### config.mk
export PLATFORM = sky130hd
export DESIGN_NAME = tracer_anim_ctrl
export DESIGN_NICKNAME = d
export VERILOG_FILES = /design/src/rtl/tracer_anim_ctrl.sv
export SDC_FILE = /design/constraint.sdc
export NUM_CORES = 1
export LEC_CHECK = 0
export BUFFER_PORTS_ARGS = -buffer_cell sky130_fd_sc_hd__buf_2
export CORE_ASPECT_RATIO = 0.9
export CORE_MARGIN = 2
export CORE_UTILIZATION = 50
export DETAILED_ROUTE_END_ITERATION = 16
export PLACE_DENSITY_LB_ADDON = 0.3
export SLEW_MARGIN = 5
export SYNTH_ARGS = -nofsm -noshare
export SYNTH_HDL_FRONTEND = slang
export SYNTH_SLANG_ARGS = --single-unit
### constraint.sdc
create_clock -name i_clk -period 1.89 [get_ports i_clk]
set_input_delay 0.378 -clock i_clk [delete_from_list [all_inputs] [get_ports i_clk]]
set_output_delay 0.378 -clock i_clk [all_outputs]
set_load 0.02 [all_outputs]
### src/rtl/tracer_anim_ctrl.sv
// -----------------------------------------------------------------------------
// tracer_anim_ctrl
//
// Once-per-frame animation and skill-timer sequencer for the player sprite.
// All state advances only on i_frame_tick, so the animation rate follows the
// display frame rate rather than the system clock.
//
// State | Meaning
// ------+-----------------------------------------------------------
// IDLE  | standing still, pose 0
// RUN   | exactly one movement key held, pose cycles 1,2,3,0,...
// AIR   | airborne or jump just taken, pose 4
//
// Ports
//   i_clk              system clock
//   i_reset_n          asynchronous active-low reset
//   i_frame_tick       one-clock pulse per video frame
//   i_move_left/right  held movement keys (level)
//   i_on_ground        character resting on a platform (level)
//   i_jump_req         jump request pulse (any width)
//   i_shift_req        shift skill request pulse
//   i_kick_req         kick skill request pulse
//   i_ult_req          ultimate skill request pulse
//   o_chara_direction  1 = facing right, 0 = facing left
//   o_figure           0 idle/run0, 1..3 run phases, 4 jump
//   o_count_s/k/l      skill counters, 1023 = idle
//   o_ready_s/k/l      skill may be triggered on the next tick
// -----------------------------------------------------------------------------
module tracer_anim_ctrl #(
    parameter int RUN_DIV = 6,
    parameter int S_LEN   = 8,
    parameter int S_CD    = 60,
    parameter int K_LEN   = 10,
    parameter int K_CD    = 30,
    parameter int L_LEN   = 75,
    parameter int L_CD    = 600
) (
    input  logic       i_clk,
    input  logic       i_reset_n,
    input  logic       i_frame_tick,
    input  logic       i_move_left,
    input  logic       i_move_right,
    input  logic       i_on_ground,
    input  logic       i_jump_req,
    input  logic       i_shift_req,
    input  logic       i_kick_req,
    input  logic       i_ult_req,
    output logic       o_chara_direction,
    output logic [2:0] o_figure,
    output logic [9:0] o_count_s,
    output logic [9:0] o_count_k,
    output logic [9:0] o_count_l,
    output logic       o_ready_s,
    output logic       o_ready_k,
    output logic       o_ready_l
);

    localparam logic [1:0] ST_IDLE = 2'd0;
    localparam logic [1:0] ST_RUN  = 2'd1;
    localparam logic [1:0] ST_AIR  = 2'd2;

    localparam logic [2:0] FIG_IDLE = 3'd0;
    localparam logic [2:0] FIG_RUN1 = 3'd1;
    localparam logic [2:0] FIG_RUN3 = 3'd3;
    localparam logic [2:0] FIG_JUMP = 3'd4;

    localparam logic [9:0] CNT_IDLE = 10'd1023;

    localparam int DIV_W = (RUN_DIV > 1) ? $clog2(RUN_DIV) : 1;
    localparam logic [DIV_W-1:0] DIV_LAST = DIV_W'(RUN_DIV - 1);

    // A cooldown shorter than its active window would let a skill restart
    // while still active, so the effective cooldown is never below the window.
    localparam int S_CD_EFF = (S_CD < S_LEN) ? S_LEN : S_CD;
    localparam int K_CD_EFF = (K_CD < K_LEN) ? K_LEN : K_CD;
    localparam int L_CD_EFF = (L_CD < L_LEN) ? L_LEN : L_CD;

    localparam logic [9:0] S_CD_V = 10'(S_CD_EFF);
    localparam logic [9:0] K_CD_V = 10'(K_CD_EFF);
    localparam logic [9:0] L_CD_V = 10'(L_CD_EFF);

    logic [1:0]       r_state;
    logic [2:0]       r_figure;
    logic [DIV_W-1:0] r_div;
    logic             r_dir;

    logic             r_jump_lat;
    logic             r_shift_lat;
    logic             r_kick_lat;
    logic             r_ult_lat;

    logic [9:0]       r_cnt_s;
    logic [9:0]       r_cnt_k;
    logic [9:0]       r_cnt_l;

    logic             w_jump_eff;
    logic             w_shift_eff;
    logic             w_kick_eff;
    logic             w_ult_eff;
    logic             w_one_dir;
    logic             w_go_air;

    logic [1:0]       w_state_nxt;
    logic [2:0]       w_figure_nxt;
    logic [DIV_W-1:0] w_div_nxt;
    logic             w_dir_nxt;

    // -------------------------------------------------------------------------
    // Request latches: a pulse anywhere between ticks is remembered, and a
    // pulse coincident with the tick is folded in combinationally so that the
    // tick itself sees it. Every tick empties the latches.
    // -------------------------------------------------------------------------
    always_ff @(posedge i_clk or negedge i_reset_n) begin
        if (!i_reset_n) begin
            r_jump_lat  <= 1'b0;
            r_shift_lat <= 1'b0;
            r_kick_lat  <= 1'b0;
            r_ult_lat   <= 1'b0;
        end else if (i_frame_tick) begin
            r_jump_lat  <= 1'b0;
            r_shift_lat <= 1'b0;
            r_kick_lat  <= 1'b0;
            r_ult_lat   <= 1'b0;
        end else begin
            r_jump_lat  <= r_jump_lat  | i_jump_req;
            r_shift_lat <= r_shift_lat | i_shift_req;
            r_kick_lat  <= r_kick_lat  | i_kick_req;
            r_ult_lat   <= r_ult_lat   | i_ult_req;
        end
    end

    assign w_jump_eff  = r_jump_lat  | i_jump_req;
    assign w_shift_eff = r_shift_lat | i_shift_req;
    assign w_kick_eff  = r_kick_lat  | i_kick_req;
    assign w_ult_eff   = r_ult_lat   | i_ult_req;

    // -------------------------------------------------------------------------
    // Facing and pose
    // -------------------------------------------------------------------------
    assign w_one_dir = i_move_left ^ i_move_right;

    // A jump latch only launches from the ground outside AIR: no double jump.
    assign w_go_air = ~i_on_ground |
                      (w_jump_eff & i_on_ground & (r_state != ST_AIR));

    always_comb begin
        w_dir_nxt = r_dir;
        if (i_move_right && !i_move_left) begin
            w_dir_nxt = 1'b1;
        end else if (i_move_left && !i_move_right) begin
            w_dir_nxt = 1'b0;
        end
    end

    always_comb begin
        w_state_nxt  = r_state;
        w_figure_nxt = r_figure;
        w_div_nxt    = r_div;
        if (w_go_air) begin
            w_state_nxt  = ST_AIR;
            w_figure_nxt = FIG_JUMP;
            w_div_nxt    = '0;
        end else if (w_one_dir) begin
            w_state_nxt = ST_RUN;
            if (r_state != ST_RUN) begin
                w_figure_nxt = FIG_RUN1;
                w_div_nxt    = '0;
            end else if (r_div == DIV_LAST) begin
                w_div_nxt    = '0;
                w_figure_nxt = (r_figure == FIG_RUN3) ? FIG_IDLE
                                                      : r_figure + 3'd1;
            end else begin
                w_div_nxt = r_div + DIV_W'(1);
            end
        end else begin
            w_state_nxt  = ST_IDLE;
            w_figure_nxt = FIG_IDLE;
            w_div_nxt    = '0;
        end
    end

    always_ff @(posedge i_clk or negedge i_reset_n) begin
        if (!i_reset_n) begin
            r_state  <= ST_IDLE;
            r_figure <= FIG_IDLE;
            r_div    <= '0;
            r_dir    <= 1'b1;
        end else if (i_frame_tick) begin
            r_state  <= w_state_nxt;
            r_figure <= w_figure_nxt;
            r_div    <= w_div_nxt;
            r_dir    <= w_dir_nxt;
        end
    end

    // -------------------------------------------------------------------------
    // Skill counters: accepted request restarts at 0, otherwise count up one
    // per frame and park at 1023 (the idle marker) instead of wrapping.
    // -------------------------------------------------------------------------
    function automatic logic [9:0] f_skill_nxt(
        input logic [9:0] c,
        input logic       req,
        input logic [9:0] cd
    );
        logic [9:0] n;
        if (req && ((c >= cd) || (c == CNT_IDLE))) begin
            n = '0;
        end else if (c == CNT_IDLE) begin
            n = c;
        end else begin
            n = c + 10'd1;
        end
        return n;
    endfunction

    always_ff @(posedge i_clk or negedge i_reset_n) begin
        if (!i_reset_n) begin
            r_cnt_s <= CNT_IDLE;
            r_cnt_k <= CNT_IDLE;
            r_cnt_l <= CNT_IDLE;
        end else if (i_frame_tick) begin
            r_cnt_s <= f_skill_nxt(r_cnt_s, w_shift_eff, S_CD_V);
            r_cnt_k <= f_skill_nxt(r_cnt_k, w_kick_eff,  K_CD_V);
            r_cnt_l <= f_skill_nxt(r_cnt_l, w_ult_eff,   L_CD_V);
        end
    end

    // -------------------------------------------------------------------------
    // Outputs
    // -------------------------------------------------------------------------
    assign o_chara_direction = r_dir;
    assign o_figure          = r_figure;
    assign o_count_s         = r_cnt_s;
    assign o_count_k         = r_cnt_k;
    assign o_count_l         = r_cnt_l;

    assign o_ready_s = (r_cnt_s >= S_CD_V) | (r_cnt_s == CNT_IDLE);
    assign o_ready_k = (r_cnt_k >= K_CD_V) | (r_cnt_k == CNT_IDLE);
    assign o_ready_l = (r_cnt_l >= L_CD_V) | (r_cnt_l == CNT_IDLE);

endmodule
==> results.toml <==
[clock_tree]
number_of_levels_in_the_clock_h_tree = 2
clockBufferDepth = 2
clkSlewWorstSetupHoldPaths_ps = 80
tritoncts_num_sinks = 43
insertion_delay_ps = 280
clock-root-buffer = "sky130_fd_sc_hd__clkbuf_8"
cts_tree = "built"
tritoncts.num_buffers = 5

[global_routing]
grt_max_degree = 23
vias_in_the_first_global_route = 1940
grt_util_all_layers = 0.193
grt_pass1_wl_um = 8710
globalRoute.totalOverflow = 0
grt_antenna_before_repair = 0

[floorplan]
effective_utilization_at_floorplan = 0.512
die_outline_area_um2 = 5500
dieWidth_um = 77.9
io-pin-count = 47
placeableCoreArea_um2 = 4800
num_rows = 24
fp.dieH_um = 70.5

[logic_synthesis]
post_synth_main_area_contributors = "sky130_fd_sc_hd__dfstp_2 33%, sky130_fd_sc_hd__dfrtp_1 12%, sky130_fd_sc_hd__nand2_1 4.7%, sky130_fd_sc_hd__ha_1 4.1%, sky130_fd_sc_hd__o21ai_0 3.9%"
seq_area_frac_synth = 0.453
synth_async_sr_flop_share = 1.00
yosys.area_share.adder = 0.0407
ys.warnings.count = 0
post_synthesis_sequential_element_count = 43
mapped_avg_cell_area_um2 = 9.68
syn_inst = 254
post_synth_and_or_nand_nor_area_fraction = 0.245
syn_nets = 272
muxShareOfSynthArea = 0.0127
ys_types = 59
synth_top_family_by_area = "simple AND/OR/NAND/NOR gates"
ys_dominant_reg_cell = "sky130_fd_sc_hd__dfstp_2"
synth_edf_count = 0
synthesis.area_um2 = 2460
synth_compound_area_frac = 0.182
synth_top_cell_area_share = 0.331
synthXorXnorAreaFrac = 0.0285
synth.largest_area_cell = "sky130_fd_sc_hd__dfstp_2"

[placement]
place_hpwl_um = 3710
port_buffers = 46
place.detailed.instances = 368
gpl.final_weighted_congestion = 0.856
placed_cell_area_um2 = 2810

[sta]
unrepaired_setup_endpoints_after_global_routing = "yes"
relSlewSlack = 0.673
finalClockSkew_ps = 8.45
final_max_slew_viol_count = 0
tns_ps = 0
period_share = 0.993
max_freq_mhz = 533
fin_crit_ps = 1880
finalHoldViolations = 0
worst-slew-pin-transition_ps = 491
report.final.setup_viol = 0

[routing]
routed_via_density = 5.46
dr.pass1.iters = 4
wire_per_inst_um = 13.5
route.antenna.remaining_nets = 0
routed-via-count = 2068
dr.first_iter.drc_count = 86
final_routed_drc_violation_total = 0
totalWireLength_um = 5110

[cells_and_area]
layout-area-overhead-vs-synth_pct = 21.4
antenna_cells_inserted = 0
final_cell_area_um2 = 2990
layout-drive-gt1-share = 0.398
layout.cells.non_filler = 379
layout.nets = 331

[critical_path]
worstPathRequired_ps = 1510
crit_fanout = 4
critPathLaunchType = "flip-flop"
timing.critical_path.to_type = "primary output"
reg2regPathDepth = 7
arrival_ps = 1500
critPathKind = "flip-flop to primary output"

[pwr]
power.static_leakage_nw = 1.34
power_per_cell_area_nw_per_um2 = 1160
ir_drop_mv = 0.760

[worst_hold_path]
worst_hold_path_type = "input pin to async pin"

[status]
outcome = "complete, no violations"

[run]
drv_cap = 0
==> stage by stage <==
step	util	hold slack [ps]	setup slack, ps	total power, mW
finish	0.622	55.7	13.5	3.48
global route	0.622	95.1	-104	3.73
floorplan	-	82.4	9.12	2.31
detailed placement	0.584	380	35.3	2.75
global placement	0.584	382	110	2.72
CTS	0.610	64.4	-1.72	3.41
==> per-layer routing <==
layer | vias to the layer above | global-route usage | wire (um)
met5 | - | 0 | 0
met4 | 0 | 0.0546 | 30
met3 | 2 | 0.0446 | 173
met2 | 33 | 0.300 | 2370
met1 | 997 | 0.275 | 2540
li1 | 1036 | - | -
==> worst max-delay path: stages (launching register included) <==
cell and delay (ps):
sky130_fd_sc_hd__dfstp_2 560, sky130_fd_sc_hd__inv_2 50, sky130_fd_sc_hd__ha_4 160, sky130_fd_sc_hd__o2111ai_4 210
sky130_fd_sc_hd__nand3_2 100, sky130_fd_sc_hd__buf_6 150
==> final timing paths <==
check	start	endpoint	slack, ps
hold / removal	i_reset_n	r_shift_lat$_DFF_PN0_	60
setup / recovery	o_count_k[0]$_DFFE_PN1P_	o_ready_k	10
max in group asynchronous	i_reset_n	o_count_k[8]$_DFFE_PN1P_	1280
min in group i_clk	i_jump_req	r_jump_lat$_DFF_PN0_	350
setup reg to reg	o_count_k[1]$_DFFE_PN1P_	o_count_k[4]$_DFFE_PN1P_	30
hold reg to reg	o_chara_direction$_DFFE_PN1P_	o_chara_direction$_DFFE_PN1P_	480
==> synthesized netlist by cell type, drive strengths merged, types with 2 or more instances <==
library cell	number
nor3b	3
nor4	2
a41oi	2
and3	10
and2	6
dfstp	31
a31o	2
nor2	20
xnor2	4
nor3	7
buf	7
a21o	4
and4	3
xor2	4
ha	8
a31oi	4
nand3	10
dfrtp	12
a21oi	13
nand4	4
o21bai	2
o21ai	21
or3	2
nand2	31
o2111ai	3
inv	11
mux2i	2
nor2b	2
o31ai	4
or2	2
==> layout by cell type (no fill, tap or decap), types with 2 or more instances in the layout <==
cell / n
sky130_fd_sc_hd__o21ai_0: 19
sky130_fd_sc_hd__buf_2: 44
sky130_fd_sc_hd__clkbuf_8: 5
sky130_fd_sc_hd__dfstp_2: 31
sky130_fd_sc_hd__ha_1: 7
sky130_fd_sc_hd__dfrtp_1: 12
sky130_fd_sc_hd__and3_1: 7
sky130_fd_sc_hd__and2_4: 2
sky130_fd_sc_hd__a31o_2: 2
sky130_fd_sc_hd__mux2i_1: 2
sky130_fd_sc_hd__o31ai_1: 3
sky130_fd_sc_hd__buf_4: 12
sky130_fd_sc_hd__and3_4: 2
sky130_fd_sc_hd__o21ai_1: 2
sky130_fd_sc_hd__nand2_1: 30
sky130_fd_sc_hd__nand3_1: 9
sky130_fd_sc_hd__nor2b_1: 2
sky130_fd_sc_hd__buf_6: 2
sky130_fd_sc_hd__a31oi_1: 3
sky130_fd_sc_hd__nand4_1: 3
sky130_fd_sc_hd__or3_1: 2
sky130_fd_sc_hd__nor3b_1: 3
sky130_fd_sc_hd__nor3_1: 5
sky130_fd_sc_hd__a41oi_1: 2
sky130_fd_sc_hd__xor2_1: 4
sky130_fd_sc_hd__and4_2: 2
sky130_fd_sc_hd__nor2_1: 20
sky130_fd_sc_hd__a21oi_1: 13
sky130_fd_sc_hd__a21o_1: 4
sky130_fd_sc_hd__o21bai_1: 2
sky130_fd_sc_hd__o2111ai_1: 2
sky130_fd_sc_hd__nor3_4: 2
sky130_fd_sc_hd__and2_1: 3
sky130_fd_sc_hd__xnor2_1: 4
sky130_fd_sc_hd__inv_1: 10
==> what timing repair did <==
item / 4_1_cts / 5_1_grt
pin swaps: 2 / 3
endpoints found under the setup margin: 2 / 8
hold buffers: 0 / 0
setup buffers: 2 / 1
gates resized for setup: 7 / 9
==> logic make-up (layout without fill, tap and decap cells) <==
logic type               Yosys count  in the layout
multiplexers                       3              3
buffers and inverters             18             78
AND/OR/NAND/NOR                  108            108
adder cells (fa/ha/maj)            8              8
XOR/XNOR                           8              8
flip-flops                        43             43
AO/OA/AOI/OAI                     66             66
==> flip-flops by register name (all words and copies together), names as in the netlist <==
name / count
o_chara_direction: 1
o_count_k: 10
o_count_l: 10
o_count_s: 10
o_figure: 3
r_div: 3
r_jump_lat: 1
r_kick_lat: 1
r_shift_lat: 1
r_state: 2
r_ult_lat: 1
==> power breakdown <==
group          internal, mW  leakage [nW]  switching [mW]  total [mW]
clock network         0.258        0.0412           0.303       0.561
registers              1.26         0.478           0.281        1.54
logic                 0.584         0.825           0.790        1.37
total                  2.10          1.34            1.37        3.48
==> layout make-up <==
type	count	area [um2]
well taps	65	81.3
fillers	413	1820
multi-input cells	193	1310
clock inverters	2	12.5
inverters	11	41.3
flip-flops and latches	43	1110
repair buffers	59	353
clock buffers	6	72.6
(Power assumes the default switching activity.)
